**src/rtl/lc3_mem_pkg.sv**
```systemverilog
// Shared types and defaults for the LC-3 memory access sequencer.
package lc3_mem_pkg;

  localparam int unsigned DATA_W          = 16;
  localparam int unsigned SRAM_AW         = 20;
  localparam int unsigned CNT_W           = 4;
  localparam int unsigned WAIT_CYCLES_DEF = 2;
  localparam logic [DATA_W-1:0] IO_ADDR_DEF = 16'hFFFF;

  typedef enum logic [2:0] {
    ST_IDLE     = 3'd0,
    ST_RD_WAIT  = 3'd1,
    ST_RD_LATCH = 3'd2,
    ST_WR_SETUP = 3'd3,
    ST_WR_PULSE = 3'd4,
    ST_WR_HOLD  = 3'd5,
    ST_IO_ACK   = 3'd6
  } state_t;

endpackage

```
**src/rtl/mem_access_seq.sv**
```systemverilog
// Sequences one SRAM read/write (or memory-mapped I/O access) per request,
// generating OE/WE strobes with a programmable wait length.
module mem_access_seq
  import lc3_mem_pkg::*;
#(
  parameter int unsigned       WAIT_CYCLES = WAIT_CYCLES_DEF,
  parameter logic [DATA_W-1:0] IO_ADDR     = IO_ADDR_DEF
) (
  input  logic               Clk,
  input  logic               Reset,
  input  logic               Req_Rd,
  input  logic               Req_Wr,
  input  logic [DATA_W-1:0]  Addr,
  input  logic [DATA_W-1:0]  Wdata,
  input  logic [DATA_W-1:0]  Switches,
  input  logic [DATA_W-1:0]  Sram_Rdata,
  output logic               Busy,
  output logic               Done,
  output logic [DATA_W-1:0]  Rdata,
  output logic [SRAM_AW-1:0] Sram_Addr,
  output logic [DATA_W-1:0]  Sram_Wdata,
  output logic               Sram_Drive,
  output logic               Sram_CE_N,
  output logic               Sram_UB_N,
  output logic               Sram_LB_N,
  output logic               Sram_OE_N,
  output logic               Sram_WE_N,
  output logic [DATA_W-1:0]  Hex_Out
);

  localparam logic [CNT_W-1:0] CNT_LOAD = CNT_W'(WAIT_CYCLES - 1);

  state_t             r_state, w_state_next;
  logic [CNT_W-1:0]   r_cnt, w_cnt_next;
  logic               r_is_wr;
  logic [DATA_W-1:0]  r_rdata, r_hex, r_wdata;
  logic [SRAM_AW-1:0] r_sram_addr;
  logic               w_accept;

  assign w_accept = Req_Wr | Req_Rd;

  // State and wait-counter register
  always_ff @(posedge Clk) begin
    if (Reset) begin
      r_state <= ST_IDLE;
      r_cnt   <= '0;
    end else begin
      r_state <= w_state_next;
      r_cnt   <= w_cnt_next;
    end
  end

  // Next-state logic; the counter is loaded on entry to each strobe state
  always_comb begin
    w_state_next = r_state;
    w_cnt_next   = r_cnt;
    case (r_state)
      ST_IDLE: begin
        if (w_accept) begin
          if (Addr == IO_ADDR) begin
            w_state_next = ST_IO_ACK;
          end else if (Req_Wr) begin
            w_state_next = ST_WR_SETUP;
          end else begin
            w_state_next = ST_RD_WAIT;
            w_cnt_next   = CNT_LOAD;
          end
        end
      end
      ST_RD_WAIT: begin
        if (r_cnt == '0) w_state_next = ST_RD_LATCH;
        else             w_cnt_next   = r_cnt - CNT_W'(1);
      end
      ST_RD_LATCH: w_state_next = ST_IDLE;
      ST_WR_SETUP: begin
        w_state_next = ST_WR_PULSE;
        w_cnt_next   = CNT_LOAD;
      end
      ST_WR_PULSE: begin
        if (r_cnt == '0) w_state_next = ST_WR_HOLD;
        else             w_cnt_next   = r_cnt - CNT_W'(1);
      end
      ST_WR_HOLD:  w_state_next = ST_IDLE;
      ST_IO_ACK:   w_state_next = ST_IDLE;
      default:     w_state_next = ST_IDLE;
    endcase
  end

  // Strobe and handshake decode from the current state
  always_comb begin
    Busy       = (r_state != ST_IDLE);
    Done       = 1'b0;
    Sram_Drive = 1'b0;
    Sram_OE_N  = 1'b1;
    Sram_WE_N  = 1'b1;
    case (r_state)
      ST_RD_WAIT:  Sram_OE_N = 1'b0;
      ST_RD_LATCH: begin
        Sram_OE_N = 1'b0;
        Done      = 1'b1;
      end
      ST_WR_SETUP: Sram_Drive = 1'b1;
      ST_WR_PULSE: begin
        Sram_Drive = 1'b1;
        Sram_WE_N  = 1'b0;
      end
      ST_WR_HOLD: begin
        Sram_Drive = 1'b1;
        Done       = 1'b1;
      end
      ST_IO_ACK:   Done = 1'b1;
      default:     ;
    endcase
  end

  // Request capture and result registers
  always_ff @(posedge Clk) begin
    if (Reset) begin
      r_is_wr     <= 1'b0;
      r_sram_addr <= '0;
      r_wdata     <= '0;
      r_rdata     <= '0;
      r_hex       <= '0;
    end else begin
      if ((r_state == ST_IDLE) && w_accept) begin
        r_is_wr     <= Req_Wr;
        r_sram_addr <= SRAM_AW'(Addr);
        if (Req_Wr) r_wdata <= Wdata;
      end
      if (r_state == ST_RD_LATCH) r_rdata <= Sram_Rdata;
      if (r_state == ST_IO_ACK) begin
        if (r_is_wr) r_hex   <= r_wdata;
        else         r_rdata <= Switches;
      end
    end
  end

  assign Rdata      = r_rdata;
  assign Hex_Out    = r_hex;
  assign Sram_Addr  = r_sram_addr;
  assign Sram_Wdata = r_wdata;
  assign Sram_CE_N  = 1'b0;
  assign Sram_UB_N  = 1'b0;
  assign Sram_LB_N  = 1'b0;

endmodule
```
**config.mk**
```make
export PLATFORM = sky130hd
export DESIGN_NAME = mem_access_seq
export DESIGN_NICKNAME = d
export VERILOG_FILES = /design/src/rtl/lc3_mem_pkg.sv /design/src/rtl/mem_access_seq.sv
export SDC_FILE = /design/constraint.sdc
export NUM_CORES = 1
export LEC_CHECK = 0
export BUFFER_PORTS_ARGS = -buffer_cell sky130_fd_sc_hd__buf_2
export CAP_MARGIN = 15
export CORE_ASPECT_RATIO = 0.9
export CORE_MARGIN = 10
export CORE_UTILIZATION = 46
export DETAILED_ROUTE_END_ITERATION = 10
export GPL_TIMING_DRIVEN = 0
export PLACE_DENSITY = 0.78
export SLEW_MARGIN = 20
export SYNTH_ARGS = -nofsm -noshare
export SYNTH_HDL_FRONTEND = slang
export SYNTH_SLANG_ARGS = --single-unit
```
**constraint.sdc**
```tcl
create_clock -name Clk -period 2.36 [get_ports Clk]
set_clock_uncertainty 0.1 [all_clocks]
set_input_delay 0.354 -clock Clk [delete_from_list [all_inputs] [get_ports Clk]]
set_output_delay 0.354 -clock Clk [all_outputs]
set_load 0.005 [all_outputs]
```
==> flow_summary.json, run 1 <==
{
  "status": "finished clean",
  "area_growth_syn_to_layout_pct": 33.60,
  "ctsResizeCount": 0,
  "clock-root-buffer": "clkbuf_8",
  "setup_tns_ns": 0,
  "hold_path.class": "input port to flop",
  "final_hold_viol_count": 0,
  "ys_types": 45,
  "n_antenna_cell": 0,
  "core_area_mm2": 0.006250,
  "path_max_fanout": 5,
  "grt_pass1_wl_um": 15120,
  "die_area_mm2": 0.01023,
  "grt_pass1_vias": 3027,
  "cts_max_level": 3,
  "wl_per_cell_um": 14.79,
  "clock-sinks": 72,
  "gp_congestion": 0.8099,
  "num_vias": 2949,
  "worstSkewPairLatency_ns": 0.34,
  "cp-start-kind": "flop",
  "max_cap_violations": 0,
  "clk_pin_slew_ns": 0.07,
  "routed_wirelength_um": 8975,
  "rows": 27,
  "postCtsHoldBufs": 0,
  "boundaryPins": 144,
  "critPathKind": "flop to flop",
  "synth_area_mm2": 0.003028,
  "synth_enable_flop_cells": 0,
  "yosys-top-cells-area": "dfxtp_1 (48%), nand2_1 (12%), a21oi_1 (8.4%), mux2i_1 (5.3%), a211oi_1 (4.5%)",
  "async_flop_share_pct": 0,
  "slew_violations": 0,
  "worstSetupEndpointType": "flop",
  "start_util_pct": 48.45,
  "drt_pass1_iterations": 4,
  "layout_min_cycle_time_ns": 1.929,
  "die_w_um": 105.5,
  "synth.ff_latch_count": 72,
  "post-route-util_pct": 64.72,
  "fin_area_mm2": 0.004045,
  "netlist.area_leader.share_pct": 47.60,
  "grt_use_total_pct": 17.61,
  "post_cts_buffers": 0,
  "finalCritPeriodShare_pct": 81.72,
  "tightest_slew_ns": 0.5041,
  "setup_viol": 0,
  "finalNetCount": 585,
  "p_leak_nw": 1.860,
  "fp.dieH_um": 96.97,
  "drcViolationCount": 0,
  "routed_via_density": 4.858,
  "ys_warn_count": 0,
  "synth_top_flop_cell": "dfxtp_1",
  "grt_max_degree": 12,
  "cts_tree": "yes",
  "fmax_mhz": 518.5,
  "relSlewSlack_pct": 66.40,
  "clockBufferDepth": 2,
  "ir_worst_vdd_mv": 0.4405,
  "cts_buffers": 9,
  "drive_gt1_share_pct": 35.19,
  "nFillCells": 571,
  "placed_area_mm2": 0.003840,
  "rsz0062_at_grt": "no",
  "critPathRequiredTime_ns": 2.49,
  "port_buffers": 136,
  "antenna_found_initial": 0,
  "grt-ovfl-total": 0,
  "hpwl_um": 7120,
  "power_density_mw_per_mm2": 826.8,
  "ant_nets": 0,
  "syn_area_per_cell_um2": 8.341,
  "synth_top_area_cell": "dfxtp_1",
  "p_total_mw": 3.345,
  "arrival_ns": 2.06,
  "drtIter0Drc": 174,
  "netlist_instances": 363,
  "ys_seq_area_share_pct": 47.60
}
Yosys cell counts, types with 2 or more instances:
| cell type | n |
|---|---|
| nand3b_1 | 2 |
| nand3_1 | 5 |
| buf_1 | 2 |
| o21ai_2 | 2 |
| mux2i_1 | 16 |
| a21oi_1 | 51 |
| o22ai_1 | 2 |
| and2b_1 | 2 |
| nor2b_1 | 2 |
| nor2_1 | 22 |
| nor3_1 | 2 |
| buf_4 | 12 |
| o21ai_0 | 4 |
| clkbuf_1 | 9 |
| buf_2 | 6 |
| nand2_1 | 100 |
| a211oi_1 | 18 |
| inv_1 | 4 |
| buf_6 | 2 |
| nand4_1 | 4 |
| dfxtp_1 | 72 |
report_power, final:
| group | switching (mW) | total [mW] | internal, mW | leakage [nW] |
|---|---|---|---|---|
| Sequential | 0.0844 | 1.44 | 1.35 | 0.587 |
| Combinational | 0.498 | 0.916 | 0.418 | 1.16 |
| Clock | 0.425 | 0.990 | 0.566 | 0.108 |
| Total | 1.01 | 3.34 | 2.34 | 1.86 |
registers in the layout, summed over array words and instances, names as in the netlist:
name and cells:
Sram_Wdata 16, r_state 3, r_cnt 4, r_is_wr 1, Sram_Addr 16, Rdata 16
Hex_Out 16
placed cells by master (no fill, tap or decap), types with 2 or more instances in the layout:
cell type and n:
buf_1 2, o21ai_0 4, clkbuf_1 9, buf_6 2, and2b_1 2, inv_1 4, clkbuf_8 12, clkinv_2 2
nand4_1 4, nand3b_1 2, buf_4 12, a211oi_1 18, nor3_1 2, mux2i_1 16, a21oi_1 51, o22ai_1 2
nand3_1 5, o21ai_2 2, nor2_1 22, dfxtp_1 72, nand2_1 100, nor2b_1 2, conb_1 7, buf_2 142
cell type report:
class / count / area (µm²) / share of cell area, %
flip-flops and latches: 72 / 1441 / 35.63
multi-input cells: 260 / 1391 / 34.40
repair buffers: 136 / 680.7 / 16.83
plain buffers: 32 / 198.9 / 4.918
clock buffers: 12 / 165.2 / 4.083
well taps: 87 / 108.9 / 2.691
clock inverters: 3 / 40.04 / 0.9898
inverters: 5 / 18.77 / 0.4640
worst paths after layout:
check | start | to | slack (ns) | cells past startpoint
min | Wdata[13] | Sram_Wdata[13] | 0.15 | 3
max reg2reg | r_cnt[0] | r_cnt[3] | 0.43 | 7
min reg2reg | Hex_Out[2] | Hex_Out[2] | 0.35 | 2
max | r_cnt[0] | r_cnt[3] | 0.43 | 7
stage by stage:
stage | instances | setup slack [ns] | hold WS, ns
5_1_grt | 607 | 0.3124 | 0.1468
3_3_place_gp | 592 | 0.5412 | 0.3392
3_5_place_dp | 592 | 0.4695 | 0.3432
4_1_cts | 607 | 0.4425 | 0.1312
2_1_floorplan | 369 | 0.6593 | 0.3527
6_report | 607 | 0.4315 | 0.1542
cell families (layout without fill, tap and decap cells):
kind of cell / Yosys count / after routing / share of synthesized area, %
adders and majority gates: 1 / 1 / 0.4132
and+or+nand+nor: 153 / 153 / 22.89
DFF: 72 / 72 / 47.60
other: 1 / 7 / 0.1238
buffers and inverters: 37 / 188 / 7.190
xor gates and xnor gates: 1 / 1 / 0.2893
AOI/OAI and AO/OA: 82 / 82 / 16.20
muxes: 16 / 16 / 5.289
per-layer routing:
metal	part of all wire (%)	vias up	global-route usage, %
met5	0	-	0
met4	0.50	0	3.516
met3	8.4	4	8.405
met2	51	85	29.86
met1	40	1339	19.66
li1	-	1521	-
worst max-delay path, cell delays in order (launching register included):
cell	delay [ns]
dfxtp_1	0.36
inv_1	0.07
ha_1	0.24
or3b_4	0.26
nand3_1	0.12
a32oi_2	0.36
o22ai_1	0.12
a22o_1	0.18
Power figures use the tool's default switching activity.
==> run 2: changes to the inputs <==
clock period = 1.8 ns   (was 2.36 ns; I/O delays follow)
==> run 2 against run 1 <==
Sequential power grew 31%. Total power grew 36%. Worst hold slack lost 0.092 ns. Critical path type unchanged. Largest power group unchanged. First-iteration DRC count grew 5.7%.
==> flow_summary.json, run 2 (synthesized netlist as in run 1, its figures left out) <==
{
  "status": "finished clean",
  "routed_wirelength_um": 9232,
  "power_density_mw_per_mm2": 1086,
  "n_antenna_cell": 0,
  "postCtsHoldBufs": 0,
  "antenna_found_initial": 0,
  "r2r_cells": 8,
  "area_growth_syn_to_layout_pct": 38.35,
  "num_vias": 3008,
  "cpMaxStageDelayCell": "or3b_4",
  "mostFrequentLayoutCell": "buf_2",
  "drt_pass1_iterations": 6,
  "regToRegStartpoint": "r_cnt[1]",
  "whs_ns": 0.06250,
  "path_max_fanout": 4,
  "clockBufferDepth": 2,
  "max_stage_delay_ns": 0.41,
  "die_area_mm2": 0.01023,
  "placed_area_mm2": 0.003840,
  "hpwl_um": 7120,
  "fp.dieH_um": 96.97,
  "gp_congestion": 0.8099,
  "critPathKind": "flop to flop",
  "worstPathCellList": "inv_2 -> ha_4 -> or3b_4 -> o21ai_4 -> a32oi_4 -> buf_6 -> nand2_4 -> o31ai_4",
  "grt_use_total_pct": 17.91,
  "grt_max_degree": 12,
  "ant_nets": 0,
  "clock-sinks": 72,
  "layout_min_cycle_time_ns": 1.797,
  "wl_per_cell_um": 15.06,
  "ir_worst_vdd_mv": 0.5978,
  "setup_viol": 0,
  "core_area_mm2": 0.006250,
  "slew_violations": 0,
  "grt-ovfl-total": 0,
  "mostFrequentLayoutCells": "buf_2 (141), nand2_1 (97), dfxtp_1 (69)",
  "drtIter0Drc": 184,
  "rsz0062_at_grt": "yes",
  "max_cap_violations": 0,
  "clk_pin_slew_ns": 0.07,
  "cp-start-kind": "flop",
  "fin_area_mm2": 0.004189,
  "reg2reg_setup_slack_ns": 0.003,
  "port_buffers": 136,
  "worstSetupEndpointType": "flop",
  "min-delay-start": "Wdata[1]",
  "cts_max_level": 3,
  "drive_gt1_share_pct": 39.16,
  "boundaryPins": 144,
  "worstSkewPairLatency_ns": 0.34,
  "rows": 27,
  "crit_end": "r_cnt[1]",
  "fmax_mhz": 556.5,
  "nFillCells": 549,
  "cts_buffers": 9,
  "worstReg2RegEnd": "r_cnt[1]",
  "finalNetCount": 591,
  "p_leak_nw": 1.927,
  "grt_pass1_wl_um": 15350,
  "final_hold_viol_count": 0,
  "crit_start": "r_cnt[1]",
  "relSlewSlack_pct": 52.56,
  "die_w_um": 105.5,
  "drcViolationCount": 0,
  "cts_tree": "yes",
  "arrival_ns": 1.92,
  "finalCritPeriodShare_pct": 99.82,
  "routed_via_density": 4.907,
  "post-route-util_pct": 67.03,
  "clock-root-buffer": "clkbuf_8",
  "hold_path.class": "input port to flop",
  "grt_pass1_vias": 3059,
  "tightest_slew_ns": 0.7116,
  "critPathRequiredTime_ns": 1.92,
  "start_util_pct": 48.45
}
run 2: cell count changes in the layout (fill, tap and decap cells not counted), sizes merged:
cell | previous run | this run
buf | 159 | 166
clkbuf | 21 | 20
run 2: worst min-delay path by stage:
stage                     endpoint  depth (start not counted)
global placement        Hex_Out[3]                          2
global route        Sram_Wdata[15]                          3
CTS                 Sram_Wdata[13]                          3
floorplan             Sram_Addr[0]                          2
finish               Sram_Wdata[1]                          3
detailed placement      Hex_Out[2]                          2
run 2: routing by layer:
layer / up-vias / GRT usage (%) / routed length (µm)
met5: - / 0 / 0
met4: 0 / 3.516 / 65
met3: 8 / 8.405 / 821
met2: 91 / 30.72 / 4734
met1: 1380 / 19.82 / 3611
li1: 1529 / - / -
run 2: critical path: cells and delay by family (launching register included):
kind,cells,cell delay (ns)
simple gates,2,0.47
compound gates,3,0.40
flops,1,0.33
buf+inv,2,0.25
fa+ha+maj,1,0.13
run 2: what timing repair did:
item                                    CTS  global route
gates cloned                              0             0
pin swaps                                 3             2
gates resized for setup                  14            14
buffers inserted                          5             2
endpoints found under the setup margin    5            36
run 2: cell type report:
| cell class | count | area [µm²] | share of cell area (%) |
|---|---|---|---|
| buffer | 31 | 207.7 | 4.958 |
| clock buffer | 12 | 165.2 | 3.943 |
| clock inverter | 3 | 40.04 | 0.9558 |
| inverter | 5 | 18.77 | 0.4480 |
| multi-input combinational | 260 | 1463 | 34.92 |
| sequential | 72 | 1445 | 34.50 |
| tap | 87 | 108.9 | 2.599 |
| timing repair buffer | 143 | 740.7 | 17.68 |
run 2: power breakdown:
| group | internal, mW | switching [mW] |
|---|---|---|
| clock network | 0.741 | 0.563 |
| registers | 1.78 | 0.112 |
| logic | 0.635 | 0.718 |
run 2: per-stage QoR:
stage	worst slack, ns	total power [mW]	setup TNS, ns	std cells
floorplan	0.09933	2.680	0	369
global placement	-0.01885	3.081	-0.03261	592
detailed placement	-0.09053	3.120	-0.1986	592
CTS	-0.005780	4.538	-0.005780	612
global route	-0.05660	4.819	-0.1438	613
finish	0.003213	4.548	0	613
